<file path="src/rtl/mips_pkg.sv">
// Shared definitions for the MIPS front end: fetch-sequencer states,
// redirect priority codes and default reset/exception vectors.
package mips_pkg;

    localparam logic [31:0] DEF_RESET_VECTOR = 32'h0000_0000;
    localparam logic [31:0] DEF_EXC_VECTOR   = 32'h8000_0180;

    typedef enum logic [1:0] {
        S_RESET = 2'd0,
        S_FETCH = 2'd1,
        S_HOLD  = 2'd2
    } seq_state_t;

    // Larger code means higher priority, so a plain magnitude compare decides overwrites.
    typedef enum logic [2:0] {
        PRIO_NONE   = 3'd0,
        PRIO_JUMP   = 3'd1,
        PRIO_BRANCH = 3'd2,
        PRIO_JR     = 3'd3,
        PRIO_EXC    = 3'd4
    } redirect_prio_t;

    typedef struct packed {
        logic           valid;
        redirect_prio_t prio;
        logic [31:0]    target;
    } redirect_t;

    function automatic logic [31:0] align_word(input logic [31:0] addr);
        return {addr[31:2], 2'b00};
    endfunction

endpackage

</file>
<file path="src/rtl/pc_redirect_arb.sv">
// Combinational fixed-priority select of this cycle's next-PC redirect:
// exception, then jump-register, then taken branch, then jump.
module pc_redirect_arb
    import mips_pkg::*;
#(
    parameter logic [31:0] EXC_VECTOR = DEF_EXC_VECTOR
) (
    input  logic        i_exc,
    input  logic        i_jr,
    input  logic [31:0] i_jr_target,
    input  logic        i_branch_taken,
    input  logic [31:0] i_branch_target,
    input  logic        i_jump,
    input  logic [31:0] i_jump_target,
    output redirect_t   o_redirect
);

    always_comb begin
        o_redirect.valid  = 1'b1;
        o_redirect.prio   = PRIO_NONE;
        o_redirect.target = '0;
        if (i_exc) begin
            o_redirect.prio   = PRIO_EXC;
            o_redirect.target = EXC_VECTOR;
        end else if (i_jr) begin
            o_redirect.prio   = PRIO_JR;
            o_redirect.target = i_jr_target;
        end else if (i_branch_taken) begin
            o_redirect.prio   = PRIO_BRANCH;
            o_redirect.target = i_branch_target;
        end else if (i_jump) begin
            o_redirect.prio   = PRIO_JUMP;
            o_redirect.target = i_jump_target;
        end else begin
            o_redirect.valid  = 1'b0;
        end
    end

endmodule

</file>
<file path="src/rtl/pc_sequencer.sv">
// Fetch PC owner: drives the instruction-memory request handshake and
// applies or buffers next-PC redirects while a fetch is outstanding or stalled.
module pc_sequencer
    import mips_pkg::*;
#(
    parameter logic [31:0] RESET_VECTOR = DEF_RESET_VECTOR,
    parameter logic [31:0] EXC_VECTOR   = DEF_EXC_VECTOR
) (
    input  logic        i_clk,
    input  logic        i_reset_n,
    input  logic        i_stall,
    input  logic        i_exc,
    input  logic        i_jr,
    input  logic [31:0] i_jr_target,
    input  logic        i_branch_taken,
    input  logic [31:0] i_branch_target,
    input  logic        i_jump,
    input  logic [31:0] i_jump_target,
    input  logic        i_imem_ack,
    output logic        o_imem_req,
    output logic [31:0] o_imem_addr,
    output logic [31:0] o_pc,
    output logic [31:0] o_pc_plus4,
    output logic [31:0] o_epc,
    output logic        o_redirect_pend,
    output logic        o_addr_err
);

    seq_state_t     r_state;
    logic [31:0]    r_pc;
    logic [31:0]    r_epc;
    logic           r_pend_valid;
    logic [31:0]    r_pend_addr;
    redirect_prio_t r_pend_prio;
    logic           r_imem_req;
    logic           r_addr_err;

    redirect_t      w_redirect;
    logic [31:0]    w_pc_plus4;
    logic [31:0]    w_new_target;
    logic           w_misaligned;
    logic           w_capture_ok;
    logic           w_override_ok;
    logic           w_capture;
    logic           w_apply_new;
    logic           w_accept;

    pc_redirect_arb #(
        .EXC_VECTOR (EXC_VECTOR)
    ) u_arb (
        .i_exc           (i_exc),
        .i_jr            (i_jr),
        .i_jr_target     (i_jr_target),
        .i_branch_taken  (i_branch_taken),
        .i_branch_target (i_branch_target),
        .i_jump          (i_jump),
        .i_jump_target   (i_jump_target),
        .o_redirect      (w_redirect)
    );

    assign w_pc_plus4   = r_pc + 32'd4;
    assign w_new_target = align_word(w_redirect.target);
    assign w_misaligned = |w_redirect.target[1:0];

    // Buffering replaces an equal-or-lower entry; at fetch completion the
    // buffered entry only loses to a strictly higher-priority newcomer.
    assign w_capture_ok  = w_redirect.valid &&
                           (!r_pend_valid || (w_redirect.prio >= r_pend_prio));
    assign w_override_ok = w_redirect.valid &&
                           (!r_pend_valid || (w_redirect.prio > r_pend_prio));

    always_comb begin
        w_capture   = 1'b0;
        w_apply_new = 1'b0;
        case (r_state)
            S_FETCH: begin
                if (i_imem_ack) begin
                    w_apply_new = w_override_ok;
                end else begin
                    w_capture   = w_capture_ok;
                end
            end
            S_HOLD: begin
                if (i_stall) begin
                    w_capture   = w_capture_ok;
                end else begin
                    w_apply_new = w_capture_ok;
                end
            end
            default: begin
                w_capture   = 1'b0;
                w_apply_new = 1'b0;
            end
        endcase
    end

    assign w_accept = w_capture | w_apply_new;

    always_ff @(posedge i_clk or negedge i_reset_n) begin
        if (!i_reset_n) begin
            r_state      <= S_RESET;
            r_pc         <= RESET_VECTOR;
            r_epc        <= '0;
            r_pend_valid <= 1'b0;
            r_pend_addr  <= '0;
            r_pend_prio  <= PRIO_NONE;
            r_imem_req   <= 1'b0;
            r_addr_err   <= 1'b0;
        end else begin
            r_addr_err <= w_accept & w_misaligned;

            // EPC records the address of the fetch in flight when the exception lands.
            if (w_accept && (w_redirect.prio == PRIO_EXC)) begin
                r_epc <= r_pc;
            end

            if (w_capture) begin
                r_pend_valid <= 1'b1;
                r_pend_addr  <= w_new_target;
                r_pend_prio  <= w_redirect.prio;
            end

            case (r_state)
                S_RESET: begin
                    r_state    <= S_FETCH;
                    r_imem_req <= 1'b1;
                end
                S_FETCH: begin
                    if (i_imem_ack) begin
                        r_pend_valid <= 1'b0;
                        if (w_apply_new) begin
                            r_pc <= w_new_target;
                        end else if (r_pend_valid) begin
                            r_pc <= r_pend_addr;
                        end else begin
                            r_pc <= w_pc_plus4;
                        end
                        r_state    <= i_stall ? S_HOLD : S_FETCH;
                        r_imem_req <= !i_stall;
                    end
                end
                S_HOLD: begin
                    if (!i_stall) begin
                        r_pend_valid <= 1'b0;
                        if (w_apply_new) begin
                            r_pc <= w_new_target;
                        end else if (r_pend_valid) begin
                            r_pc <= r_pend_addr;
                        end
                        r_state    <= S_FETCH;
                        r_imem_req <= 1'b1;
                    end
                end
                default: begin
                    r_state    <= S_RESET;
                    r_imem_req <= 1'b0;
                end
            endcase
        end
    end

    assign o_imem_req      = r_imem_req;
    assign o_imem_addr     = r_pc;
    assign o_pc            = r_pc;
    assign o_pc_plus4      = w_pc_plus4;
    assign o_epc           = r_epc;
    assign o_redirect_pend = r_pend_valid;
    assign o_addr_err      = r_addr_err;

endmodule

</file>
<file path="config.mk">
export PLATFORM = sky130hd
export DESIGN_NAME = pc_sequencer
export DESIGN_NICKNAME = d
export VERILOG_FILES = /design/src/rtl/mips_pkg.sv /design/src/rtl/pc_redirect_arb.sv /design/src/rtl/pc_sequencer.sv
export SDC_FILE = /design/constraint.sdc
export NUM_CORES = 1
export LEC_CHECK = 0
export ABC_AREA = 0
export BUFFER_PORTS_ARGS = -buffer_cell sky130_fd_sc_hd__buf_2
export CAP_MARGIN = 5
export CORE_ASPECT_RATIO = 0.9
export CORE_MARGIN = 1
export CORE_UTILIZATION = 37
export CTS_CLUSTER_DIAMETER = 80
export CTS_CLUSTER_SIZE = 24
export DETAILED_ROUTE_END_ITERATION = 12
export GPL_ROUTABILITY_DRIVEN = 1
export GPL_TIMING_DRIVEN = 0
export PLACE_DENSITY = 0.7
export SKIP_CTS_REPAIR_TIMING = 1
export SLEW_MARGIN = 20
export SYNTH_ARGS = -nofsm -noshare
export SYNTH_HDL_FRONTEND = slang
export SYNTH_SLANG_ARGS = --single-unit
</file>
<file path="constraint.sdc">
create_clock -name i_clk -period 2.7 [get_ports i_clk]
set_input_delay 0.135 -clock i_clk [delete_from_list [all_inputs] [get_ports i_clk]]
set_output_delay 0.135 -clock i_clk [all_outputs]
set_load 0.05 [all_outputs]
</file>
==> results by group, run 1 <==
Status
  – Outcome: finished with violations
  – Failing checks: negative setup slack

Critical path
  – Critical path capture point type: output port
  – Crit path buf inv count: 2
  – Setup slack, reg-to-reg: 0.17 ns
  – CP dominant cell by count: buf_6
  – CP cell instances: buf_6 > nand4_4 > or4_4 > o41a_1 > or2_2 > buf_6
  – Worst Path Arrival: 2.59 ns
  – Type of the worst setup path: reg2out
  – Crit path max fanout: 7
  – Worst Path Required: 2.57 ns
  – Setup crit start kind: register
  – Crit path largest cell delay: 0.61 ns
  – Crit path max-delay family: simple AND/OR/NAND/NOR gates
  – CP max-delay cell: or4_4

Clock tree
  – Clock Pin Slew Worst Setup and Hold Paths: 0.07 ns
  – Clk root buf: clkbuf_16
  – H-tree levels: 3
  – Clock sinks: 97
  – Clock buffer depth: 2
  – CTS tree: yes
  – Total CTS buffers: 9
  – Worst-Skew Late Latency: 0.36 ns

Yosys
  – Top cells by area, synth: dfrtp_1, nand2_1, mux2_2, buf_4, nor3_1
  – Mapped Cells: 709
  – Post-synth cell types: 61
  – Number of synthesized flops with an enable pin: 0
  – Top-count cell post-synth: nand2_1
  – Synth warnings: 0
  – Ys flop type: dfrtp_1
  – Flops & latches, synth: 97
  – Top-area cell type share of the netlist area: 38.4%
  – Fraction of registers with async set/reset: 100%
  – Post-synth top cells: nand2_1, dfrtp_1, nor3_1, buf_4, clkbuf_1
  – Register area share after synthesis: 38.4%
  – Syn Area/Cell: 8.91 um^2
  – Post-Syn Area: 6320 um^2
  – Cell taking the most area after synthesis: dfrtp_1

Global routing
  – GR Overflow Total: 0
  – Busiest grt layer: met2
  – Met3 usage in global routing: 5.21%
  – Global-route wire length before repair: 33400 um
  – Met1 GRT Util: 34.2%
  – Largest net degree at the start of global routing: 65
  – Tot GR Track Use: 24.8%
  – Antenna violations before repair: 0
  – Met2 GRT Util: 38.9%
  – Vias in the first global route: 5964

Drt
  – DRC Markers: 0
  – Wire length per cell after detailed routing: 18.3 um
  – Via density: 5.49
  – Initial detailed-routing violation count: 565
  – Final Routed Wirelength: 21600 um
  – ANT nets after route: 0
  – 1st-pass router iterations: 5
  – Vias: 6463

Pwr
  – Clock network fraction of total power: 10.8%
  – Internal Pwr Total: 0.00577 W
  – Sw Ratio: 56.0%
  – Psw: 0.00735 W
  – P_leak: 4.01 nW
  – Max VDD drop: 0.000839 V
  – Seq pwr share: 21.7%
  – Power per cell area: 1550 nW/um^2
  – Comb power frac: 67.5%

STA
  – Hold Vio Cnt, Final: 0
  – Final Setup Violations: 1
  – Final period util: 101%
  – Skew final: 0.00803 ns
  – Slew @ Worst Pin: 0.718 ns
  – Worst Slack Setup Final: -0.0245 ns
  – Fmax: 0.367 GHz
  – Unrepaired setup endpoints after global routing: yes
  – Max Slew Vio Count: 0
  – Slew HR: 52.1%
  – Setup TNS: -0.0245 ns
  – Tmin final: 2.72 ns

Cells and area
  – Final #Nets: 1077
  – Fill count: 1569
  – Area of the multi-input gates: 3440 um^2
  – Register area: 2440 um^2
  – Diode count: 0
  – Non-Filler Instances: 1177
  – Area grow syn2layout: 34.2%
  – Ratio of cells with drive above 1 in the final layout: 42.5%

Floorplan
  – Die area: 17600 um^2
  – Die Width: 140 um
  – Die Span Y: 126 um
  – I/O Pins: 235
  – Site Rows: 44
  – CORE AREA: 16400 um^2
  – Initial Utilization: 38.5%

Run
  – Max-Cap Viols: 0

Placement
  – Gpl congestion: 0.897
  – I/O Buffers: 225
  – Placed Cells: 1149
  – Detailed placer's ending HPWL: 16100 um

Worst hold path
  – HP Class: in2reg
==> worst min-delay path: cells and delay by family <==
kind                   cells  cell delay (ns)
AO/OA/AOI/OAI              1             0.05
AND/OR/NAND/NOR            1             0.06
buffers and inverters      1             0.14
==> worst paths after layout <==
path	start	endpoint	cells past startpoint
setup / recovery	o_imem_addr[9]	o_pc_plus4[23]	6
hold / removal	i_stall	r_state[1]	3
setup reg to reg	r_state[0]	o_imem_addr[6]	8
hold reg to reg	r_pend_addr[12]	r_pend_addr[12]	2
max in group asynchronous	i_reset_n	o_imem_addr[12]	3
min in group asynchronous	i_reset_n	o_epc[26]	2
==> state kept, by name (all words and copies together), names as in the netlist <==
| signal | flops |
|---|---|
| o_addr_err | 1 |
| o_epc | 30 |
| o_imem_addr | 30 |
| o_redirect_pend | 1 |
| r_pend_addr | 30 |
| r_pend_prio | 3 |
| r_state | 2 |
==> placed cells by master (no fill, tap or decap), types with 6 or more instances in the layout <==
master     netlist  routed
buf_2            3     218
nand2_1        117     115
dfrtp_1         97      85
buf_4           38      61
nor3_1          44      42
mux2_2          33      33
o21ai_0         28      27
nand2b_1        23      23
nor2_1          25      22
a221oi_1        22      22
nor2b_1         22      20
a31oi_1         19      19
nand3_1         18      17
clkbuf_1        37      15
buf_6            8      14
inv_1           14      13
o211ai_1        12      12
dfrtp_2          0      12
clkbuf_2         0       9
xor2_1          11       9
a21oi_1         10       9
clkbuf_16        0       9
conb_1           1       8
a311o_1          7       7
mux2i_1          7       7
a221o_1          7       7
ha_1             8       7
nand4_1          6       6
xnor2_1          8       6
==> layout make-up <==
type / count / area share (%)
multi-input cells: 513 / 40.6
repair buffers: 246 / 15.9
flip-flops and latches: 97 / 28.8
clock buffers: 11 / 2.86
plain buffers: 84 / 7.29
clock inverters: 5 / 0.929
inverters: 14 / 0.664
well taps: 207 / 3.05
==> logic make-up (layout without fill, tap and decap cells) <==
family                     count (synthesis)  in the layout  share of synthesized area [%]
DFF                                       97             97                           38.4
xor gates and xnor gates                  19             19                           2.63
muxes                                     40             40                           6.99
buffers and inverters                    106            360                           10.0
and+or+nand+nor                          291            291                           23.1
AOI/OAI and AO/OA                        147            147                           17.1
adders and majority gates                  8              8                           1.58
other                                      1              8                         0.0593
==> metrics by stage <==
| step | utilization, % | instance area, um^2 | total power [W] | worst slack, ns | hold WS (ns) |
|---|---|---|---|---|---|
| 2_1_floorplan | - | 6420 | 0.00925 | 0.000855 | -0.161 |
| 3_3_place_gp | 47.6 | 7810 | 0.0113 | -0.995 | 0.430 |
| 3_5_place_dp | 47.8 | 7840 | 0.0113 | -1.07 | 0.0518 |
| 4_1_cts | 49.7 | 8160 | 0.0128 | -0.692 | -0.333 |
| 5_1_grt | 51.7 | 8480 | 0.0139 | -0.0754 | 0.0676 |
| 6_report | 51.7 | 8480 | 0.0131 | -0.0245 | 0.0650 |
==> power by group through the flow <==
stage          Sequential [W]  Combinational, W  Clock (W)
2_1_floorplan         0.00424           0.00502          0
3_3_place_gp          0.00283           0.00843          0
3_5_place_dp          0.00285           0.00850          0
4_1_cts               0.00282           0.00852    0.00144
5_1_grt               0.00296           0.00938    0.00151
6_report              0.00285           0.00885    0.00142
==> per-layer routing <==
| metal | up-vias | share of wire (%) | wire length, um |
|---|---|---|---|
| li1 | 3041 | - | - |
| met1 | 3057 | 43 | 9340 |
| met2 | 339 | 47 | 10100 |
| met3 | 26 | 8.0 | 1730 |
| met4 | 0 | 1.9 | 401 |
| met5 | - | 0 | 0 |
No activity file was read; power rests on OpenSTA's default activity.
==> inputs of run 2 (changes only) <==
Settings changed: PLACE_DENSITY 0.7 to 0.68.
Clock period 2.7 ns to 3 ns, I/O delays scaled along.
==> run 2 against run 1 <==
- the flow now finishes without violations
- sequential share of layout area up 1.0 points
- register-to-register slack about the same
- global-route usage up 0.28 points
- largest power group unchanged
- via count down 1.3%
- largest cell class unchanged
==> results by group, run 2 (synthesis results as in run 1) <==
Status
  – Outcome: finished, final reports clean (was finished with violations)

Cells and area
  – Most frequent cells in the layout: buf_2, nand2_1, dfrtp_1 (unchanged)
  – Area grow syn2layout: 29.2% (was 34.2%)
  – Most common cell after layout, fill and taps aside: buf_2 (unchanged)
  – Final instance area: 8170 um^2 (was 8480 um^2)
  – Ratio of cells with drive above 1 in the final layout: 38.4% (was 42.5%)
  – Diode count: 0 (unchanged)
  – Final #Nets: 1067 (was 1077)

STA
  – Final Setup Violations: 0 (was 1)
  – Skew final: 0.00948 ns (was 0.00803 ns)
  – Unrepaired setup endpoints after global routing: yes (unchanged)
  – Final period util: 98.6%
  – Max Slew Vio Count: 0 (unchanged)
  – Fin Hold WS: 0.104 ns (was 0.0650 ns)
  – Fmax: 0.338 GHz
  – Hold Vio Cnt, Final: 0 (unchanged)
  – Slew @ Worst Pin: 0.792 ns (was 0.718 ns)
  – Worst Slack Setup Final: 0.0420 ns (was -0.0245 ns)
  – Slew HR: 46.9% (was 52.1%)
  – Tmin final: 2.96 ns

Drt
  – Via density: 5.47 (was 5.49)
  – Uppermost routed layer: met4 (unchanged)
  – ANT nets after route: 0 (unchanged)
  – WL met2: 9990 um (was 10100 um)
  – 1st-pass router iterations: 5 (unchanged)
  – Routed met1 length: 9570 um (was 9340 um)
  – Vias: 6378 (was 6463)
  – Wire length per cell after detailed routing: 18.7 um (was 18.3 um)
  – Initial detailed-routing violation count: 547 (was 565)
  – Final Routed Wirelength: 21800 um (was 21600 um)
  – Met3 WL: 1640 um (was 1730 um)
  – DRC Markers: 0 (unchanged)

Global routing
  – Largest net degree at the start of global routing: 63 (was 65)
  – Global-route wire length before repair: 34000 um (was 33400 um)
  – Vias in the first global route: 6046 (was 5964)
  – GR Overflow Total: 0 (unchanged)
  – Tot GR Track Use: 25.1% (was 24.8%)
  – Antenna violations before repair: 0 (unchanged)

Floorplan
  – CORE AREA: 16400 um^2 (unchanged)
  – Die Span Y: 126 um (unchanged)
  – Die area: 17600 um^2 (unchanged)
  – Initial Utilization: 38.5% (unchanged)
  – I/O Pins: 235 (unchanged)
  – Die Width: 140 um (unchanged)
  – Site Rows: 44 (unchanged)

Critical path
  – Critical path capture point type: output port (unchanged)
  – R2R Path End: o_imem_addr[6] (unchanged)
  – Worst Reg2Reg Path Length in Cells: 8 (unchanged)
  – Critical path depth: 6 (unchanged)
  – CP startpoint: o_imem_addr[2] (was o_imem_addr[9])
  – Worst Path Arrival: 2.81 ns (was 2.59 ns)
  – Setup crit end: o_pc_plus4[31] (was o_pc_plus4[23])
  – Crit path largest cell delay: 0.65 ns (was 0.61 ns)
  – Crit path max fanout: 10 (was 7)
  – CP cell instances: nand3_2 > or4_4 > clkbuf_2 > nor3_4 > xor2_2 > clkbuf_4 (was buf_6 > nand4_4 > or4_4 > o41a_1 > or2_2 > buf_6)
  – Worst R2R Start: r_state[0] (unchanged)
  – Crit path buf inv count: 2 (unchanged)
  – Setup crit start kind: register (unchanged)
  – Crit path max-delay family: simple AND/OR/NAND/NOR gates (unchanged)
  – Worst Path Required: 2.85 ns (was 2.57 ns)
  – CP max-delay cell: or4_4 (unchanged)
  – Setup slack, reg-to-reg: 0.17 ns (about the same)
  – Type of the worst setup path: reg2out (unchanged)

Clock tree
  – Worst-Skew Late Latency: 0.36 ns (about the same)
  – Total CTS buffers: 9 (unchanged)
  – Clock sinks: 97 (unchanged)
  – CTS tree: yes (unchanged)
  – Clk root buf: clkbuf_16 (unchanged)
  – H-tree levels: 3 (unchanged)
  – Clock Pin Slew Worst Setup and Hold Paths: 0.07 ns (about the same)
  – Clock buffer depth: 2 (unchanged)

Placement
  – Pre-CTS setup slack: -1.24 ns (was -1.07 ns)
  – Gpl congestion: 0.875 (was 0.897)
  – Detailed placer's ending HPWL: 16200 um (was 16100 um)
  – Placed instance area: 7780 um^2 (was 7840 um^2)
  – I/O Buffers: 225 (unchanged)

Worst hold path
  – HP Class: in2reg (unchanged)
  – Hold Path Origin: i_stall (unchanged)

Pwr
  – Max VDD drop: 0.000882 V (was 0.000839 V)
  – Power per cell area: 1400 nW/um^2 (was 1550 nW/um^2)
  – P_leak: 3.87 nW (was 4.01 nW)
  – Pwr Total: 0.0114 W (was 0.0131 W)

Run
  – Max-Cap Viols: 0 (unchanged)
-- run 2: worst reg2reg max path, cell delays in order, from the launching register on --
cell and delay (ns):
dfrtp_1 0.43, inv_1 0.09, ha_1 0.24, clkbuf_1 0.25, a211oi_4 0.50, nand4_1 0.37, nand2_1 0.29, buf_6 0.20
mux2_2 0.34
-- run 2: where the power goes --
| part | switching [W] | total (W) | internal [W] |
|---|---|---|---|
| logic | 0.00543 | 0.00775 | 0.00232 |
| clock network | 0.000498 | 0.00110 | 0.000601 |
| registers | 0.000618 | 0.00254 | 0.00192 |
-- run 2: per-layer routing --
metal | GRT usage [%] | vias to the layer above
li1 | - | 3015
met1 | 32.9 | 3014
met2 | 41.0 | 306
met3 | 5.25 | 43
met4 | 8.40 | 0
met5 | 0 | -
-- run 2: how the worst min path moves through the flow --
stage / end / slack, ns / cells after the start
floorplan: o_addr_err / -0.15 / 0
global placement: r_pend_addr[13] / 0.45 / 2
detailed placement: o_epc[26] / 0.07 / 1
CTS: o_epc[26] / -0.30 / 1
global route: r_state[1] / 0.13 / 3
finish: r_state[1] / 0.10 / 3
-- run 2: cell type report --
| cell class | instances | area (um^2) |
|---|---|---|
| Multi-Input combinational cell | 513 | 3350 |
| Clock buffer | 14 | 264 |
| Buffer | 89 | 602 |
| Fill cell | 1590 | 8240 |
| Sequential cell | 97 | 2430 |
| Inverter | 14 | 56.3 |
| Timing Repair Buffer | 231 | 1200 |
| Tap cell | 207 | 259 |
-- run 2: per-stage QoR --
stage          std cells  TNS (ns)  util, %
2_1_floorplan        716         0        -
3_3_place_gp        1148    -73.51     47.2
3_5_place_dp        1149    -83.09     47.5
4_1_cts             1163    -50.59     49.1
5_1_grt             1165   -0.0799     49.8
6_report            1165         0     49.8
==> inputs of run 3 (changes only) <==
Settings changed: CELL_PAD_IN_SITES_DETAIL_PLACEMENT set to 1, CELL_PAD_IN_SITES_GLOBAL_PLACEMENT set to 1, PLACE_DENSITY 0.68 to 0.87, SETUP_SLACK_MARGIN set to 0.3.
==> run 3 against run 2 <==
- via count increased by 11%
- critical path depth grew 1
- sequential power is 3% higher
- cell count up 3.6%
- sequential share of layout area down 2.1 points
- wire length increased by 23%
- utilization grew 4.0 points
- global-route usage up 3.4 points
- critical path type unchanged
- highest routed layer unchanged
==> results by group, run 3 (synthesis results as in run 1) <==
STA
  – Final period util: 90.6% (was 98.6%)
  – Slew @ Worst Pin: 0.724 ns (was 0.792 ns)
  – Slew HR: 51.7% (was 46.9%)
  – Unrepaired setup endpoints after global routing: yes (unchanged)
  – Skew final: 0.00764 ns (was 0.00948 ns)
  – Fmax: 0.368 GHz (was 0.338 GHz)
  – Fin Hold WS: 0.0934 ns (was 0.104 ns)
  – Max Slew Vio Count: 0 (unchanged)
  – Tmin final: 2.72 ns (was 2.96 ns)
  – Final Setup Violations: 0 (unchanged)
  – Setup TNS: 0 ns (unchanged)
  – Hold Vio Cnt, Final: 0 (unchanged)

Placement
  – Placed instance area: 7850 um^2 (was 7780 um^2)
  – Gpl congestion: 0.878 (was 0.875)
  – I/O Buffers: 225 (unchanged)
  – Detailed placer's ending HPWL: 18300 um (was 16200 um)

Cells and area
  – Most common cell after layout, fill and taps aside: buf_2 (unchanged)
  – Fill count: 1975 (was 1590)
  – Area of the multi-input gates: 3470 um^2 (was 3350 um^2)
  – Final #Nets: 1107 (was 1067)
  – Ratio of cells with drive above 1 in the final layout: 44.4% (was 38.4%)
  – Diode count: 0 (unchanged)
  – Final instance area: 8820 um^2 (was 8170 um^2)
  – Area grow syn2layout: 39.6% (was 29.2%)
  – Register area: 2440 um^2 (was 2430 um^2)
  – Most frequent cells in the layout: buf_2, nand2_1, dfrtp_1 (unchanged)

Critical path
  – Worst Path Arrival: 2.57 ns (was 2.81 ns)
  – Crit path buf inv count: 2 (unchanged)
  – Setup crit start kind: register (unchanged)
  – Worst Reg2Reg Path Length in Cells: 6 (was 8)
  – Crit path max-delay family: simple AND/OR/NAND/NOR gates (unchanged)
  – Critical path depth: 7 (was 6)
  – Crit path max fanout: 8 (was 10)
  – Crit path largest cell delay: 0.45 ns (was 0.65 ns)
  – Type of the worst setup path: reg2out (unchanged)
  – Worst Path Required: 2.85 ns (about the same)
  – Critical path capture point type: output port (unchanged)
  – CP max-delay cell: dfrtp_2 (was or4_4)
  – CP cell instances: ha_2 > nand2_4 > or4_1 > buf_4 > o31a_2 > or2_2 > buf_6 (was nand3_2 > or4_4 > clkbuf_2 > nor3_4 > xor2_2 > clkbuf_4)

Drt
  – Final Routed Wirelength: 26800 um (was 21800 um)
  – Vias: 7059 (was 6378)
  – 1st-pass router iterations: 5 (unchanged)
  – DRC Markers: 0 (unchanged)
  – Wire length per cell after detailed routing: 22.2 um (was 18.7 um)
  – Initial detailed-routing violation count: 483 (was 547)
  – Via density: 5.85 (was 5.47)
  – ANT nets after route: 0 (unchanged)

Floorplan
  – Die Width: 140 um (unchanged)
  – I/O Pins: 235 (unchanged)
  – Site Rows: 44 (unchanged)
  – Die area: 17600 um^2 (unchanged)
  – Die Span Y: 126 um (unchanged)
  – Initial Utilization: 38.5% (unchanged)
  – CORE AREA: 16400 um^2 (unchanged)

Pwr
  – Comb power frac: 68.6% (was 68.0%)
  – Internal Pwr Total: 0.00539 W (was 0.00485 W)
  – Clock network fraction of total power: 10.4% (was 9.6%)
  – Power per cell area: 1410 nW/um^2 (was 1400 nW/um^2)
  – Sw Ratio: 56.7% (was 57.5%)
  – Psw: 0.00706 W (was 0.00655 W)
  – Seq pwr share: 20.9% (was 22.3%)
  – Pwr Total: 0.0125 W (was 0.0114 W)
  – Max VDD drop: 0.000807 V (was 0.000882 V)
  – P_leak: 4.23 nW (was 3.87 nW)

Clock tree
  – Total CTS buffers: 9 (unchanged)
  – Clk root buf: clkbuf_16 (unchanged)
  – Clock buffer depth: 2 (unchanged)
  – CTS tree: yes (unchanged)
  – Worst-Skew Late Latency: 0.36 ns (about the same)
  – H-tree levels: 3 (unchanged)
  – Clock Pin Slew Worst Setup and Hold Paths: 0.07 ns (about the same)
  – Clock sinks: 97 (unchanged)

Status
  – Outcome: finished, final reports clean (unchanged)

Global routing
  – Vias in the first global route: 6809 (was 6046)
  – GR Overflow Total: 0 (unchanged)
  – Antenna violations before repair: 0 (unchanged)
  – Largest net degree at the start of global routing: 55 (was 63)
  – Tot GR Track Use: 28.4% (was 25.1%)
  – Global-route wire length before repair: 38300 um (was 34000 um)

Worst hold path
  – HP Class: in2reg (unchanged)
  – Hold Path Depth: 3 (unchanged)

Run
  – Max-Cap Viols: 0 (unchanged)
==> run 3: path summary, 6_finish.rpt <==
path / startpoint / end / slack (ns)
hold / removal: i_stall / r_state[1] / 0.09
setup reg to reg: o_redirect_pend / o_imem_addr[24] / 0.35
min in group asynchronous: i_reset_n / o_epc[12] / 0.28
hold reg to reg: r_pend_addr[26] / r_pend_addr[26] / 0.48
max in group asynchronous: i_reset_n / o_imem_addr[5] / 2.05
setup / recovery: o_imem_addr[2] / o_pc_plus4[30] / 0.28
==> run 3: cell type report <==
class,count,share of cell area [%]
well taps,207,2.94
flip-flops and latches,97,27.7
clock buffers,13,2.84
inverters,14,0.596
clock inverters,3,0.738
repair buffers,268,17.9
multi-input cells,513,39.4
plain buffers,92,7.96
==> run 3: layer usage <==
layer | up-vias | wire (um) | global-route usage, %
met4 | 0 | 1020 | 11.4
met1 | 3489 | 10800 | 36.5
li1 | 3098 | - | -
met3 | 76 | 2120 | 6.54
met2 | 396 | 12800 | 46.3
met5 | - | 0 | 0
==> run 3: tightest hold or removal path, delay by kind of cell <==
family	cells	cell delay [ns]
AOI/OAI and AO/OA	1	0.06
buffers and inverters	1	0.15
and+or+nand+nor	1	0.07
==> run 3: stage by stage <==
stage                     std cells  worst slack (ns)  utilization (%)
after floorplan                 716             0.301                -
after global placement         1148            -0.748             47.6
after detailed placement       1149            -0.792             47.8
after CTS                      1165            -0.442             49.7
after global routing           1207             0.231             53.8
final                          1207             0.282             53.8
==> run 3: power by group through the flow <==
stage | Clock, W | Sequential [W] | Combinational, W
after global placement | 0 | 0.00255 | 0.00760
after global routing | 0.00134 | 0.00268 | 0.00894
final | 0.00130 | 0.00261 | 0.00855
after detailed placement | 0 | 0.00260 | 0.00777
after floorplan | 0 | 0.00381 | 0.00452
after CTS | 0.00131 | 0.00258 | 0.00784
